## config.mk

```make
export PLATFORM = sky130hd
export DESIGN_NAME = cache_line_fill_responder
export DESIGN_NICKNAME = d
export VERILOG_FILES = /design/src/rtl/cache_line_fill_responder.sv
export SDC_FILE = /design/constraint.sdc
export NUM_CORES = 1
export LEC_CHECK = 0
export CORE_MARGIN = 5
export CORE_UTILIZATION = 35
export DETAILED_ROUTE_END_ITERATION = 10
export DONT_BUFFER_PORTS = 1
export GPL_ROUTABILITY_DRIVEN = 0
export PLACE_DENSITY = 0.61
export SLEW_MARGIN = 30
export SYNTH_ARGS = -nofsm -noshare
export SYNTH_HDL_FRONTEND = slang
export SYNTH_SLANG_ARGS = --single-unit
```

## constraint.sdc

```tcl
create_clock -name CLK -period 2.4 [get_ports CLK]
set_input_delay 0.36 -clock CLK [delete_from_list [all_inputs] [get_ports CLK]]
set_output_delay 0.36 -clock CLK [all_outputs]
set_load 0.02 [all_outputs]
```

## src/rtl/cache_line_fill_responder.sv

```systemverilog
// Instruction-cache line-fill responder.
// Fetches one cache line from main memory a word at a time, keeping a single
// read outstanding, and assembles the words into a line buffer. A one-cycle
// fill_done pulse marks the cycle in which line_data holds the complete line.
module cache_line_fill_responder #(
    parameter int WORDS_PER_LINE = 8,
    parameter int ADDR_W         = 32,
    parameter int DATA_W         = 32
) (
    input  logic                             CLK,
    input  logic                             RST,
    input  logic                             fill_req,
    input  logic [ADDR_W-1:0]                fill_addr,
    output logic                             fill_busy,
    output logic                             fill_done,
    output logic [WORDS_PER_LINE*DATA_W-1:0] line_data,
    output logic                             mem_rd,
    output logic [ADDR_W-1:0]                mem_addr,
    input  logic [DATA_W-1:0]                mem_rdata,
    input  logic                             mem_rvalid
);

    localparam int IDX_W = $clog2(WORDS_PER_LINE);

    // Byte offset inside a line; cleared to form the line base.
    localparam logic [ADDR_W-1:0] LINE_MASK = ADDR_W'(WORDS_PER_LINE * 4 - 1);
    localparam logic [IDX_W-1:0]  LAST_IDX  = IDX_W'(WORDS_PER_LINE - 1);

    typedef enum logic [1:0] {IDLE, ISSUE, WAIT, DONE} state_t;

    state_t           state, state_nxt;
    logic [IDX_W-1:0] idx;
    logic             rd_ret;
    logic             last_word;

    // A response only counts while a read is outstanding.
    assign rd_ret    = (state == WAIT) && mem_rvalid;
    assign last_word = (idx == LAST_IDX);

    // State register.
    always_ff @(posedge CLK) begin
        if (RST) state <= IDLE;
        else     state <= state_nxt;
    end

    // Next-state logic and state-decoded strobes.
    always_comb begin
        state_nxt = state;
        fill_busy = 1'b1;
        fill_done = 1'b0;
        mem_rd    = 1'b0;
        case (state)
            IDLE: begin
                fill_busy = 1'b0;
                if (fill_req) state_nxt = ISSUE;
            end
            ISSUE: begin
                mem_rd    = 1'b1;
                state_nxt = WAIT;
            end
            WAIT: begin
                if (mem_rvalid) state_nxt = last_word ? DONE : ISSUE;
            end
            DONE: begin
                fill_done = 1'b1;
                state_nxt = IDLE;
            end
            default: state_nxt = IDLE;
        endcase
    end

    // Word index and read address: base latched on accept, stepped by one
    // word per returned response. The add wraps naturally at the top of the
    // address space; the last word goes to DONE, so idx never wraps.
    always_ff @(posedge CLK) begin
        if (RST) begin
            idx      <= '0;
            mem_addr <= '0;
        end else if (state == IDLE && fill_req) begin
            idx      <= '0;
            mem_addr <= fill_addr & ~LINE_MASK;
        end else if (rd_ret && !last_word) begin
            idx      <= idx + 1'b1;
            mem_addr <= mem_addr + ADDR_W'(4);
        end
    end

    // Line buffer, one register per word. Words are only overwritten as the
    // next fill returns them, so the previous line stays readable meanwhile.
    for (genvar g = 0; g < WORDS_PER_LINE; g++) begin : g_word
        logic [DATA_W-1:0] word_q;

        // Capture the returning word into its slot.
        always_ff @(posedge CLK) begin
            if (RST)                                word_q <= '0;
            else if (rd_ret && idx == IDX_W'(g))    word_q <= mem_rdata;
        end

        assign line_data[g*DATA_W +: DATA_W] = word_q;
    end

endmodule
```

# --- After elaboration in Yosys (flattened, before gate mapping) ---
# Cells that the tools add are included.
word_totals:
  inputBits: 68
  elab_cells: 52
  register_bits: 293
op_classes:
  n_eq_ne: 12
  muxes: 9
  add_sub_neg: 2
  reduce_logical: 17
ops:
  columns: ["op", "n"]
  rows:
  - ["32-bit 2-to-1 mux", 2]
  - ["32-bit by 3-bit adder with 32-bit output, second input constant", 1]
  - ["3-bit equality test, second input constant", 4]
  - ["1-bit logical AND", 11]
  - ["2-bit case mux with 4 select lines", 1]
  - ["3-bit by 2-bit equality test with 1-bit output, second input constant", 2]
  - ["2-bit 2-to-1 mux", 3]
  - ["2-bit equality test, second input constant", 2]
  - ["2-bit inequality test, second input constant", 2]
  - ["3-bit by 1-bit adder with 3-bit output, second input constant", 1]
  - ["3-bit by 1-bit equality test with 1-bit output, second input constant", 1]
  - ["3-bit zero test", 1]
  - ["1-bit 2-to-1 mux", 3]
  - ["2-bit by 1-bit equality test with 1-bit output, second input constant", 1]
  - ["2-bit zero test", 1]
  - ["2-bit AND reduction", 1]
  - ["2-bit nonzero test", 1]
  - ["2-bit OR reduction", 1]
  - ["1-bit zero test", 1]

# --- Longest topological paths before layout ---
# Gate-level depths: netlist of the first run.
depth:
  depth_word: 5
  depth_mapped: 9
  depth_no_buf: 7

# --- Worst setup path before layout of the first run ---
# Ideal clock, no wire load.
synth_path:
  path_type: "register to register"
  start: "reg mem_addr[2]"
  end: "reg mem_addr[18]"
  arrival_time_ns: 2.036
  required_time_ns: 2.330
  n_path_buf: 0
  stages_incl_launch_ff: 7
  path_slack_ns: 0.294
  cell_sequence: "dfxtp_1 -> ha_1 -> nand4_2 -> or3_4 -> nor4_1 -> mux2_2 -> a21oi_1"
synth_between:
  elab_chain_len: 3
synth_lines:
  columns: ["item", "line_no", "rtl"]
  rows:
  - ["start, declared", "18", "output logic [ADDR_W-1:0] mem_addr,"]
  - ["start signal, assigned", "81", "mem_addr <= fill_addr & ~LINE_MASK;"]
  - ["start signal, assigned", "84", "mem_addr <= mem_addr + ADDR_W'(4);"]
  - ["32-bit by 3-bit adder with 32-bit output", "84", null]
  - ["32-bit 2-to-1 mux", "82", "end else if (rd_ret && !last_word) begin"]
  - ["32-bit 2-to-1 mux", "79", "end else if (state == IDLE && fill_req) begin"]
# No other way between the ends. The select of a mux whose other input is x is not followed.
# A chain may end at the register's enable or synchronous reset.

# --- Final worst setup path of the first run ---
layout_path:
  start: "reg state[1]"
  end: "reg g_word[2].word_q[12]"
layout_between:
  elab_chain_len: 3
layout_lines:
  columns: ["item", "line_no", "rtl"]
  rows:
  - ["start, declared", "31", "state_t state, state_nxt;"]
  - ["start signal, assigned", "43", "else state <= state_nxt;"]
  - ["2-bit equality test", "37", "assign rd_ret = (state == WAIT) && mem_rvalid;"]
  - ["1-bit logical AND", "37", null]
  - ["1-bit logical AND", "96", "else if (rd_ret && idx == IDX_W'(g)) word_q <= mem_rdata;"]
  - ["end signal, assigned", "96", null]
  - ["end, declared", "91", "logic [DATA_W-1:0] word_q;"]
# No other way between the ends.

==> results of run 1 <==
==> cell type report <==
cell class / instances / area share, %
Timing Repair Buffer: 222 / 15.73
Tap cell: 402 / 3.526
Clock buffer: 42 / 6.149
Clock inverter: 13 / 1.044
Sequential cell: 291 / 40.86
Multi-Input combinational cell: 990 / 32.51
Inverter: 7 / 0.1842
==> synth_stat cells, types with 5 or more instances <==
cell type	count
nand2_1	542
dfxtp_1	291
a21oi_1	283
clkbuf_1	64
buf_4	33
buf_2	25
nor2_1	19
and3_1	14
nand4_1	12
buf_1	10
nand3_1	9
ha_1	7
inv_1	7
nor3_1	7
o22ai_1	7
xor2_1	7
a22oi_1	6
and2_1	6
nor4_1	6
o21ai_0	6
a31oi_1	5
==> report_power, final <==
part / total (mW) / leakage [nW] / switching, mW / internal [mW]
combinational: 0.386 / 2.38 / 0.239 / 0.147
clock: 4.82 / 0.506 / 1.96 / 2.86
sequential: 4.97 / 2.35 / 0.0870 / 4.88
==> flip-flops by register name, indices dropped and copies added (netlist names) <==
name	flops
g_word.word_q	256
idx	3
mem_addr	30
state	2
==> path summary, 6_finish.rpt <==
path | to | slack (ns) | depth (start not counted)
worst min-delay path | g_word[3].word_q[3] | -0.12 | 1
worst max-delay path | g_word[2].word_q[12] | 0.05 | 7
worst max register to register | g_word[2].word_q[12] | 0.05 | 7
worst min register to register | idx[1] | 0.51 | 2
==> metrics by stage <==
stage	hold WS [ns]	cell area (µm²)	setup slack, ns
2_1_floorplan	0.4692	11160	0.2936
3_3_place_gp	0.4512	11410	0.1956
3_5_place_dp	0.4532	11410	0.1859
4_1_cts	-0.1386	13970	0.01944
5_1_grt	-0.1463	14260	-0.1385
6_report	-0.1213	14260	0.04910
==> cell families after synthesis <==
group                      share of synthesized area (%)
xor gates and xnor gates                          0.8637
other                                            0.03362
adders and majority gates                         0.7852
buffers and inverters                              6.506
and+or+nand+nor                                    23.89
muxes                                             0.2804
DFF                                                52.23
AOI/OAI and AO/OA                                  15.41
==> metal layers <==
metal / global-route usage [%] / share of wire (%) / up-vias / wire length, µm
met5: 0 / 0 / - / 0
met4: 5.101 / 2.4 / 0 / 975
met3: 8.114 / 12 / 61 / 4910
met2: 36.28 / 48 / 502 / 19320
met1: 25.33 / 38 / 4852 / 15440
li1: - / - / 4891 / -
==> worst reg2reg max path: stages, from the launching register on <==
cell and delay, ns:
dfxtp_2 0.41, and2b_2 0.25, and3_2 0.27, and2_1 0.19
buf_4 0.30, nand2_1 0.14, a21oi_1 0.17, dlygate4sd3_1 0.57
==> timing repair <==
item,4_1_cts,5_1_grt
endpoints found under the setup margin,0,118
hold buffers,153,21
buffers inserted,0,4
hold endpoints to repair,284,141
gates resized for setup,0,16
==> impl_metrics.py, run 1 <==
metrics = {
    "drt": {
        "vias": 10306,
        "drc": 0,
        "wire_per_inst_um": 20.67,
        "via_per_inst": 5.239,
        "wirelength_um": 40650,
        "final_antenna_net_count": 0,
        "drt_iter0_markers": 752,
        "first_pass_iters": 5,
    },
    "pwr": {
        "pwr_density_cell_nw_per_um2": 713.5,
        "power.total_mw": 10.18,
        "leakage_nw": 5.239,
        "max-vdd-ir-drop_mv": 0.6322,
    },
    "logic_synthesis": {
        "synth_top_cell_by_area": "dfxtp_1",
        "netlist_top_cells_area": "dfxtp_1 (52%), nand2_1 (18%), a21oi_1 (13%)",
        "synth-main-ff-cell": "dfxtp_1",
        "syn_inst": 1424,
        "yosysUniqueCellTypes": 59,
        "synth_area_um2": 11150,
        "synth_top_area_share_pct": 52.23,
        "synth_seq_cells": 291,
        "synth_seq_area_share_pct": 52.23,
        "syn_area_per_cell_um2": 7.833,
        "async_flop_share_pct": 0,
        "synth_edf_count": 0,
        "ys.warnings.count": 0,
    },
    "critical_path": {
        "criticalPathCategory": "register to register",
        "worst_path_max_delay_cell": "dlygate4sd3_1",
        "path_cells": "and2b_2 > and3_2 > and2_1 > buf_4 > nand2_1 > a21oi_1 > dlygate4sd3_1",
        "startpoint_type": "register",
        "cp.buffers_inverters": 2,
        "r2r-start": "state[1]",
        "critPathMaxStageDelay_ns": 0.57,
        "cp.arrival_ns": 2.86,
        "path_delay_family": "buffers and inverters",
        "cp.required_ns": 2.90,
        "end_kind": "register",
        "cp_max_fo": 21,
        "cp-startpoint": "state[1]",
    },
    "sta": {
        "timing.hold.ws_ns": -0.1213,
        "worstMarginPinSlew_ns": 1.027,
        "fin_tns_setup_ns": 0,
        "finalCritPeriodShare_pct": 97.95,
        "setup_viol": 0,
        "hold_viol": 19,
        "max_freq_mhz": 425.4,
        "final_max_slew_viol_count": 0,
        "finalCriticalPeriod_ns": 2.351,
        "fin_worst_skew_ns": 0.01261,
        "maxSlewHeadroom_pct": 31.55,
    },
    "clocking": {
        "cts_buffer_depth": 3,
        "htree_num_levels": 1,
        "cts_sinks": 291,
        "root_buffer": "clkbuf_16",
        "cts_buffers": 31,
        "cts_tree": "built",
        "clk_pin_slew_ns": 0.06,
        "clk_latency_ns": 0.56,
    },
    "floorplanning": {
        "core_area_um2": 31470,
        "die_area_um2": 35540,
        "ios": 359,
        "dieWidth_um": 188.5,
        "std_cell_rows": 65,
        "start_util_pct": 35.44,
        "die_y_um": 188.5,
    },
    "finish": {
        "insertedDiodeCount": 0,
        "final_common_cell": "nand2_1",
        "final_cell_mix": "nand2_1 (540), dfxtp_1 (289), a21oi_1 (283)",
        "fin_cells": 1967,
        "n_fill_cell": 3065,
        "syn_to_final_growth_pct": 27.87,
        "regArea_um2": 5828,
        "final_util_pct": 45.32,
        "drive_gt1_share_pct": 8.115,
        "multi_input_area_um2": 4637,
        "fin_nets": 1618,
    },
    "status": {
        "violations": "hold timing",
        "status": "finished, violations left",
    },
    "placement": {
        "place_inst": 1734,
        "hpwl_um": 24700,
        "portBuffers": 0,
    },
    "grt": {
        "antenna_found_initial": 0,
        "grt_usage_pct": 21.23,
        "grt_pass1_vias": 9956,
        "grt_pass1_wl_um": 60170,
        "grt_max_degree": 288,
        "overflow": 0,
    },
    "flow_run": {
        "max_cap_viol_count": 0,
    },
    "worst_hold_path": {
        "hold_path_class": "input port to register",
        "hp-start": "RST",
    },
}
Power figures use the tool's default switching activity.
==> run 2, diff against run 1 <==
- CORE_MARGIN: 5 -> unset
- CTS_CLUSTER_DIAMETER: unset -> 100
==> impl_metrics.py, run 2 (synthesized netlist as in run 1, its figures left out) <==
metrics = {
    "status": {
        "status": "complete, no violations",
    },
    "placement": {
        "hpwl_um": 23460,
        "dp_slack_ns": 0.2410,
        "portBuffers": 0,
    },
    "finish": {
        "largest_reg_flops": 256,
        "final_cell_mix": "nand2_1 (540), dfxtp_1 (289), a21oi_1 (283)",
        "multi_input_area_um2": 4687,
        "largestRegisters": "g_word.word_q x256, mem_addr x30, idx x3",
        "regArea_um2": 5828,
        "syn_to_final_growth_pct": 33.39,
        "n_fill_cell": 3017,
        "drive_gt1_share_pct": 7.836,
        "top_register": "g_word.word_q",
        "fin_nets": 1658,
        "final_common_cell": "nand2_1",
    },
    "floorplanning": {
        "core_area_um2": 31470,
        "dieWidth_um": 180.5,
        "ios": 359,
        "die_y_um": 180.5,
        "start_util_pct": 35.44,
        "die_area_um2": 32590,
        "std_cell_rows": 65,
    },
    "drt": {
        "final_antenna_net_count": 0,
        "vias": 10644,
        "via_per_inst": 5.293,
        "first_pass_iters": 7,
        "drt_iter0_markers": 715,
        "wirelength_um": 41040,
        "drc": 0,
        "wire_per_inst_um": 20.41,
    },
    "pwr": {
        "leakage_nw": 5.527,
        "pwr_density_cell_nw_per_um2": 722.3,
        "max-vdd-ir-drop_mv": 0.6027,
    },
    "grt": {
        "overflow": 0,
        "grt_usage_pct": 24.03,
        "antenna_found_initial": 1,
        "grt_max_degree": 172,
        "grt_pass1_wl_um": 61110,
        "grt_pass1_vias": 10338,
    },
    "sta": {
        "fin_worst_skew_ns": 0.01229,
        "fin_tns_setup_ns": 0,
        "worstMarginPinSlew_ns": 0.7258,
        "finalCritPeriodShare_pct": 98.87,
        "max_freq_mhz": 421.4,
        "hold_viol": 0,
        "finalCriticalPeriod_ns": 2.373,
        "setup_viol": 0,
        "worst_slack_ns": 0.02701,
        "maxSlewHeadroom_pct": 51.46,
        "timing.hold.ws_ns": 0.01612,
        "final_max_slew_viol_count": 0,
    },
    "critical_path": {
        "cp.required_ns": 2.86,
        "end_kind": "register",
        "startpoint_type": "register",
        "cp.arrival_ns": 2.83,
        "criticalPathCategory": "register to register",
        "cp_max_fo": 7,
    },
    "clocking": {
        "root_buffer": "clkbuf_16",
        "cts_sinks": 291,
        "cts_tree": "built",
        "clk_latency_ns": 0.58,
        "clk_pin_slew_ns": 0.06,
        "htree_num_levels": 1,
        "cts_buffers": 31,
        "cts_buffer_depth": 3,
    },
    "flow_run": {
        "max_cap_viol_count": 0,
    },
    "worst_hold_path": {
        "hold_path_class": "input port to register",
    },
}
run 2: power breakdown:
part	switching [mW]	leakage [nW]	internal, mW
Sequential	0.100	2.35	4.88
Combinational	0.273	2.62	0.174
Clock	2.04	0.557	3.28
run 2: final timing paths:
kind,slack (ns),end,startpoint,depth (start not counted)
setup reg to reg,0.03,mem_addr[14],mem_addr[2],6
hold / removal,0.02,mem_addr[28],fill_addr[28],2
setup / recovery,0.03,mem_addr[14],mem_addr[2],6
hold reg to reg,0.50,idx[1],idx[1],2
run 2: worst max-delay path, cell delays in order (launching register included):
cell and delay [ns]:
dfxtp_1 0.33, ha_2 0.22, nand4_2 0.17, or3_4 0.48, o311ai_1 0.34, a21oi_1 0.13
dlygate4sd3_1 0.59
run 2: routing by layer:
layer	global-route usage, %	part of all wire, %
met4	8.239	3.2
met1	28.33	40
met2	41.75	48
met5	0	0
met3	6.649	9.1
run 2: area by class of cell:
cell class                 instances  area share (%)
tap                              402           3.380
timing repair buffer             262           18.10
clock buffer                      48           6.181
inverter                           7          0.1766
clock inverter                    10           1.472
sequential                       291           39.17
multi-input combinational        990           31.50
antenna                            1         0.01682
run 2: per-stage QoR:
stage          utilization [%]  power (mW)  instances  area, µm²
2_1_floorplan                -       5.385       1425      11160
6_report                 47.27       10.75       2011      14880
4_1_cts                  46.98       10.80       2008      14790
3_5_place_dp             36.35       5.327       1731      11440
3_3_place_gp             36.35       5.322       1731      11440
5_1_grt                  47.27       11.04       2011      14880
run 2: what timing repair did:
action | CTS | global route
buffers inserted | 0 | 2
hold buffers | 219 | 0
gates resized for setup | 0 | 20
endpoints found under the hold margin | 284 | 0
setup endpoints to repair | 0 | 132
